File: src/rtl/inverse_calculator_pkg.sv
// Shared definitions for the inverse calculator: opcode encoding, FSM state
// encoding and the default operand width.
package inverse_calc_pkg;

  localparam int DEFAULT_WIDTH = 8;

  localparam logic [1:0] OP_DIV  = 2'd0;
  localparam logic [1:0] OP_REM  = 2'd1;
  localparam logic [1:0] OP_LOG2 = 2'd2;
  localparam logic [1:0] OP_RSVD = 2'd3;

  typedef enum logic [1:0] {
    ST_IDLE = 2'd0,
    ST_RUN  = 2'd1,
    ST_FIX  = 2'd2
  } state_t;

endpackage

File: src/rtl/inverse_calculator_div_step.sv
// One combinational restoring-division step.
//   rem_in       : partial remainder (always < divisor in normal use)
//   dividend_bit : next dividend bit shifted into the remainder LSB
//   divisor      : divisor magnitude
//   rem_out      : next partial remainder
//   q_bit        : quotient bit produced by this step
module div_step
  import inverse_calc_pkg::*;
#(
  parameter int WIDTH = DEFAULT_WIDTH
) (
  input  logic [WIDTH-1:0] rem_in,
  input  logic             dividend_bit,
  input  logic [WIDTH-1:0] divisor,
  output logic [WIDTH-1:0] rem_out,
  output logic             q_bit
);

  logic [WIDTH:0] trial;

  // One extra bit keeps the shifted remainder exact; bit WIDTH of the
  // difference is the borrow, i.e. the trial subtraction went negative.
  assign trial   = {rem_in, dividend_bit} - {1'b0, divisor};
  assign q_bit   = ~trial[WIDTH];
  assign rem_out = q_bit ? trial[WIDTH-1:0] : {rem_in[WIDTH-2:0], dividend_bit};

endmodule

File: src/rtl/inverse_calculator.sv
// Multi-cycle signed divide / remainder / floor-log2 unit.
//   clk, rst_n : clock, asynchronous active-low reset
//   start      : request, accepted only while ready
//   sel        : 0=DIV 1=REM 2=LOG2 3=reserved
//   x, y       : signed operands (y unused for LOG2)
//   ready      : idle, a request can be accepted
//   done       : one-cycle pulse when out/err are updated
//   out, err   : result and error flag, held until the next completion
//
// state   | meaning
// --------+-----------------------------------------------------------
// ST_IDLE | waiting for start; operands latched on acceptance
// ST_RUN  | WIDTH iterations: restoring div step or leading-zero shift
// ST_FIX  | sign fixup and error rules, register out/err, pulse done
module inverse_calculator
  import inverse_calc_pkg::*;
#(
  parameter int WIDTH = DEFAULT_WIDTH
) (
  input  logic             clk,
  input  logic             rst_n,
  input  logic             start,
  input  logic [1:0]       sel,
  input  logic [WIDTH-1:0] x,
  input  logic [WIDTH-1:0] y,
  output logic             ready,
  output logic             done,
  output logic [WIDTH-1:0] out,
  output logic             err
);

  localparam int CW = $clog2(WIDTH + 1);
  localparam logic [WIDTH-1:0] MIN_VAL = {1'b1, {(WIDTH-1){1'b0}}};
  localparam logic [WIDTH-1:0] ZERO    = {WIDTH{1'b0}};

  state_t state_q, state_d;

  logic [CW-1:0]    iter_cnt;
  logic [CW-1:0]    lz_cnt;
  logic [1:0]       op_q;
  logic             sx_q, sy_q, x_min_q;
  logic [WIDTH-1:0] dvs_q;
  logic [WIDTH-1:0] rem_q;
  // Dividend shifts out of the top while quotient bits enter the bottom;
  // for LOG2 the same register is the leading-one search shifter.
  logic [WIDTH-1:0] shreg_q;

  logic [WIDTH-1:0] x_mag, y_mag;
  logic [WIDTH-1:0] step_rem;
  logic             step_q;
  logic             last_iter;
  logic [WIDTH-1:0] res_d;
  logic             err_d;

  // |MIN| wraps to MIN, which is the correct unsigned magnitude.
  assign x_mag = x[WIDTH-1] ? (ZERO - x) : x;
  assign y_mag = y[WIDTH-1] ? (ZERO - y) : y;

  assign last_iter = (iter_cnt == CW'(WIDTH - 1));
  assign ready     = (state_q == ST_IDLE);

  div_step #(.WIDTH(WIDTH)) u_div_step (
    .rem_in       (rem_q),
    .dividend_bit (shreg_q[WIDTH-1]),
    .divisor      (dvs_q),
    .rem_out      (step_rem),
    .q_bit        (step_q)
  );

  always_ff @(posedge clk or negedge rst_n) begin
    if (!rst_n) state_q <= ST_IDLE;
    else        state_q <= state_d;
  end

  always_comb begin
    state_d = state_q;
    unique case (state_q)
      ST_IDLE: if (start)     state_d = ST_RUN;
      ST_RUN:  if (last_iter) state_d = ST_FIX;
      ST_FIX:                 state_d = ST_IDLE;
      default:                state_d = ST_IDLE;
    endcase
  end

  // Sign fixup and error rules, evaluated from the final datapath state.
  always_comb begin
    res_d = ZERO;
    err_d = 1'b0;
    case (op_q)
      OP_DIV: begin
        if (dvs_q == ZERO) begin
          err_d = 1'b1;
        end else if (x_min_q && sy_q && dvs_q == WIDTH'(1)) begin
          res_d = MIN_VAL;
          err_d = 1'b1;
        end else begin
          res_d = (sx_q ^ sy_q) ? (ZERO - shreg_q) : shreg_q;
        end
      end
      OP_REM: begin
        if (dvs_q == ZERO) err_d = 1'b1;
        else               res_d = sx_q ? (ZERO - rem_q) : rem_q;
      end
      OP_LOG2: begin
        // Zero input shifts all WIDTH positions, so lz_cnt==WIDTH means x==0.
        if (sx_q || lz_cnt == CW'(WIDTH)) err_d = 1'b1;
        else res_d = WIDTH'(WIDTH - 1) - WIDTH'(lz_cnt);
      end
      OP_RSVD: err_d = 1'b1;
    endcase
  end

  always_ff @(posedge clk or negedge rst_n) begin
    if (!rst_n) begin
      iter_cnt <= '0;
      lz_cnt   <= '0;
      op_q     <= OP_DIV;
      sx_q     <= 1'b0;
      sy_q     <= 1'b0;
      x_min_q  <= 1'b0;
      dvs_q    <= ZERO;
      rem_q    <= ZERO;
      shreg_q  <= ZERO;
      out      <= ZERO;
      err      <= 1'b0;
      done     <= 1'b0;
    end else begin
      done <= 1'b0;
      unique case (state_q)
        ST_IDLE: begin
          if (start) begin
            op_q     <= sel;
            sx_q     <= x[WIDTH-1];
            sy_q     <= y[WIDTH-1];
            x_min_q  <= (x == MIN_VAL);
            dvs_q    <= y_mag;
            rem_q    <= ZERO;
            shreg_q  <= (sel == OP_LOG2) ? x : x_mag;
            iter_cnt <= '0;
            lz_cnt   <= '0;
          end
        end
        ST_RUN: begin
          iter_cnt <= iter_cnt + CW'(1);
          if (op_q == OP_LOG2) begin
            if (!shreg_q[WIDTH-1]) begin
              shreg_q <= {shreg_q[WIDTH-2:0], 1'b0};
              lz_cnt  <= lz_cnt + CW'(1);
            end
          end else begin
            rem_q   <= step_rem;
            shreg_q <= {shreg_q[WIDTH-2:0], step_q};
          end
        end
        ST_FIX: begin
          out  <= res_d;
          err  <= err_d;
          done <= 1'b1;
        end
        default: ;
      endcase
    end
  end

endmodule

File: config.mk
export PLATFORM = sky130hd
export DESIGN_NAME = inverse_calculator
export DESIGN_NICKNAME = d
export VERILOG_FILES = /design/src/rtl/inverse_calculator_pkg.sv /design/src/rtl/inverse_calculator_div_step.sv /design/src/rtl/inverse_calculator.sv
export SDC_FILE = /design/constraint.sdc
export NUM_CORES = 1
export LEC_CHECK = 0
export ABC_AREA = 1
export CAP_MARGIN = 30
export CORE_ASPECT_RATIO = 0.7
export CORE_UTILIZATION = 45
export CTS_BUF_LIST = sky130_fd_sc_hd__clkbuf_4 sky130_fd_sc_hd__clkbuf_8
export DETAILED_ROUTE_END_ITERATION = 10
export GPL_ROUTABILITY_DRIVEN = 0
export PLACE_DENSITY_LB_ADDON = 0.05
export RECOVER_POWER = 25
export SLEW_MARGIN = 20
export SYNTH_ARGS = -nofsm -noshare
export SYNTH_HDL_FRONTEND = slang
export SYNTH_SLANG_ARGS = --single-unit
File: constraint.sdc
create_clock -name clk -period 5.6 [get_ports clk]
set_clock_uncertainty 0.15 [all_clocks]
set_input_delay 1.12 -clock clk [delete_from_list [all_inputs] [get_ports clk]]
set_output_delay 1.12 -clock clk [all_outputs]
set_load 0.05 [all_outputs]
# ---- Word-level counts from Yosys, hierarchy flattened
# Cells that the tools add are included.
dict set report word_totals {
  mem_bits_ro 0
  inputBits 21
  n_memories 0
  latchBits 0
  ram_bits 0
  reg_bits 49
  out_inout_bits 11
  wordCells 85
}
dict set report op_classes {
  eq_ne 16
  muxes 32
  multipliers 0
  div_mod_pow 0
  n_reduce_logical 13
  shifts 0
  order_cmp 0
  bitwise_logic 2
  add_sub_neg 8
}
# operator count
set op_table {}
lappend op_table {{$mux W8} 15}
lappend op_table {{$pmux W8 S2} 2}
lappend op_table {{$sub A1 B8 Y8 const A} 4}
lappend op_table {{$pmux W8 S3} 1}
lappend op_table {{$pmux W4 S2} 2}
lappend op_table {{$mux W4} 3}
lappend op_table {{$ne A2 B2 Y1 const B} 5}
lappend op_table {{$sub A9 B8 Y9} 1}
lappend op_table {{$add A4 B1 Y4 const B} 2}
lappend op_table {{$eq A2 B2 Y1 const B} 4}
lappend op_table {{$eq A8 B1 Y1 const B} 1}
lappend op_table {{$eq A8 B8 Y1 const B} 1}
lappend op_table {{$logic_not A8 Y1} 1}
lappend op_table {{$reduce_and A2 Y1} 3}
lappend op_table {{$reduce_and A3 Y1} 2}
lappend op_table {{$mux W1} 5}
lappend op_table {{$sub A3 B4 Y5 const A} 1}
lappend op_table {{$eq A2 B1 Y1 const B} 2}
lappend op_table {{$eq A4 B3 Y1 const B} 1}
lappend op_table {{$eq A4 B4 Y1 const B} 1}
lappend op_table {{$logic_not A2 Y1} 2}
lappend op_table {{$mux W2} 2}
lappend op_table {{$pmux W1 S4} 1}
lappend op_table {{$pmux W2 S2} 1}
lappend op_table {{other kinds (7)} 8}

# ---- Logic depth before layout (Yosys ltp)
dict set report depth {
  word_depth 5
  depth_mapped 13
}

# ---- Modules after synthesis
# Synthesis repeated with hierarchy kept, for this count alone.
dict set report hier_totals {
  cells_unflattened 495
  area_unflattened_um2 3553.4
}
# mod cells_per_inst area_each_um2 instances
set by_module_without_submodules {}
lappend by_module_without_submodules {inverse_calculator 390 2962.8 1}
lappend by_module_without_submodules {div_step 105 590.6 1}

# ---- Least setup slack after synthesis
# No wires, ideal clock.
dict set report synth_path {
  path_kind {reg-to-output}
  start {register state_q[0]}
  end {output port ready}
  arrival_time_ns 1.063
  setup_slack_ns 3.267
  path_stages_with_launch 2
  path_cell_list {dfrtp_1 > nor2_1}
}
dict set report synth_between {
  elab_chain_len 1
}
# element line
set synth_lines {}
lappend synth_lines {{start, declared} inverse_calculator.sv:36} ;# state_t state_q, state_d;
lappend synth_lines {{start signal, assigned} inverse_calculator.sv:72} ;# else state_q <= state_d;
lappend synth_lines {{$logic_not A2 Y1} inverse_calculator.sv:60} ;# assign ready = (state_q == ST_IDLE);
lappend synth_lines {{end, declared} inverse_calculator.sv:26} ;# output logic ready,
# No other way between the ends.

==> impl_results.md <==
- Status: complete, but fails checks
- Failing checks: max-capacitance violations, max-slew violations
- Worst hold path type: reg2reg
- Detailed Place HPWL: 6415 um
- Syn avg cell area: about 7.2 sq um
- P_leak: 1.970 nW
- Num ports: 32
- Cell Count Post-Placement: 601
- Total CTS buffers: 5
- Pwr Total: between 2 and 3 mW
- Period utilization: 0.6129
- First-pass GRT wire length: 13880 um
- Worst path required time: roughly 5300 ps
- Total Routing Usage GR: 0.2231
- Cell taking the most area after synthesis: dfrtp_1
- Final instance area: a little under 4000 sq um
- Count leader, synth: nand2_1
- Remaining antenna violation count after routing: 0
- Die Area: 8008 sq um
- Rows: 26
- Total Routed Length: 8315 um
- Power per Cell Area: 645.6 nW/um^2
- Residual DRC: 0
- Top cell type's share of synthesized area: 0.3562
- TritonCTS clock tree: yes
- Clock-pin slew on the worst setup and hold paths: around 100 ps
- CTS max path bufs: 2
- Worst path max stage delay: about 1900 ps
- CP Max Fanout: 49
- Synth Net Count: 513
- Rel. slew slack: -0.7879
- CP Capture Type: asynchronous set/reset pin
- # hold bufs at CTS: 0
- RSZ-0062 raised after global routing: no
- Remaining Overflow, GRT: 0
- Largest cells by area after synthesis: dfrtp_1 36%, nand2_1 15%, inv_1 6.9%
- Nets: between 500 and 600
- Vias in the first global route: 2849
- Clock Sinks: 49
- Post-DP Area: 3851 sq um
- EDFF count, synth: 0
- Total number of vias: 3125
- Core outline area: 7352 sq um
- Netlist cell types: 42
- Slowest CP cell: clkbuf_1
- Final setup fails: 0
- Max Cap Viol: 1
- # diodes: 0
- Kind of start point of the critical path: input port
- Pre-CTS WS: ~2100 ps
- Postcts setup bufs: 0
- Post-synth top flop: dfrtp_1
- H-tree level count: 2
- Final Hold Vio Count: 0
- Seq/Total Area, Yosys: 0.3562
- Antenna violations before repair: 0
- 1st-iter DRT viols: 212
- Worst Path Class, Setup: in2async
- Vias per cell: 5.131
- Netlist Area Pre-Place: 3442 sq um
- Setup slack after layout: around 2200 ps
- Final core occ: 0.5397
- Buf+Inv Stages, Crit Path: 2
- Slew at the pin with the worst max-slew slack: 2682 ps
- Critical path data arrival time: 3130 ps
- Root Driver: clkbuf_8
- Die H: roughly 75 um
- Fmax: a little under 300 MHz
- Register bit total from synthesis: 49
- Critical-path cell list: buf_2, clkbuf_1
- Post-synthesis async set-or-reset flop share: 1.000
- Slew Viols, Final: 50
- Cts repair resizes: 0
- Cells after Synth: between 400 and 500
- Ys Warns: 0
- Largest net degree at the start of global routing: 50
- Die width: 106.5 um
- Min Tclk post-route: roughly 3400 ps
- Drt first pass iters: 5
- I/O Buffers: 31
- Share of layout cells above drive strength 1: 0.08415
- Layout area overhead: 15.27%
- Starting Density: 0.4682
- Final cell count without fillers: 609
- Worst path top cell family by delay: buffers and inverters
- Most frequent cells after synthesis: 137 x nand2_1, 63 x inv_1, 49 x dfrtp_1
- Clk_lat worst skew: between 300 and 400 ps
- Drt wl/cell: about 14 um
- Peak VDD IR: 0.0002090 V
- TNS Setup: 0 ps
- Hold slack: roughly 340 ps
==> placed cells by master, fill, tap and decap left out, types with 5 or more instances in the layout <==
| master | Yosys | layout |
|---|---|---|
| nand2_1 | 137 | 137 |
| inv_1 | 63 | 63 |
| dfrtp_1 | 49 | 49 |
| nand3_1 | 47 | 47 |
| nor2_1 | 33 | 33 |
| clkdlybuf4s50_1 | 0 | 30 |
| o21ai_0 | 25 | 25 |
| xor2_1 | 15 | 15 |
| ha_1 | 15 | 15 |
| a21oi_1 | 10 | 10 |
| inv_2 | 8 | 8 |
| a31oi_1 | 7 | 7 |
| nand4_1 | 7 | 7 |
| nand2_4 | 6 | 6 |
| clkbuf_8 | 0 | 6 |
| nor3_1 | 5 | 5 |
==> path summary, 6_finish.rpt <==
check	startpoint	to	slack, ps	depth (start not counted)
max	rst_n	dvs_q[7]	2170	2
min	out[7]	out[7]	340	2
max reg2reg	shreg_q[7]	shreg_q[0]	3090	11
min reg2reg	out[7]	out[7]	340	2
max in group clk	start	rem_q[5]	2450	6
min in group asynchronous	rst_n	rem_q[6]	1580	2
==> cell families after synthesis <==
family | Yosys count | share of synthesized area
flops | 49 | 0.3562
simple gates | 252 | 0.3362
xor+xnor | 18 | 0.04580
compound gates | 64 | 0.1152
buf+inv | 77 | 0.08615
fa+ha+maj | 16 | 0.06034
==> area by class of cell <==
| cell class | count | area (sq um) |
|---|---|---|
| inverters | 72 | 270.3 |
| clock inverters | 2 | 37.54 |
| multi-input cells | 350 | 1919 |
| fillers | 741 | 3385 |
| flip-flops and latches | 49 | 1226 |
| clock buffers | 6 | 82.58 |
| repair buffers | 32 | 309.0 |
| well taps | 98 | 122.6 |
==> where the power goes <==
part | internal, mW | total, mW | switching [mW] | leakage [nW]
logic | 0.575 | 1.63 | 1.05 | 1.29
clock network | 0.145 | 0.273 | 0.128 | 0.0574
registers | 0.507 | 0.662 | 0.155 | 0.618
total | 1.23 | 2.56 | 1.33 | 1.97
==> registers in the layout, summed over array words and instances (netlist names), 2 cells and up <==
register	cells
out	8
dvs_q	8
iter_cnt	4
state_q	2
shreg_q	8
op_q	2
lz_cnt	4
rem_q	8
==> layer usage <==
metal	up-vias	global-route usage	part of all wire
met5	-	0	0
met4	0	0.04110	0.0061
met3	4	0.02944	0.049
met2	69	0.3326	0.40
met1	1447	0.3472	0.55
li1	1605	-	-
(Power assumes the default switching activity.)
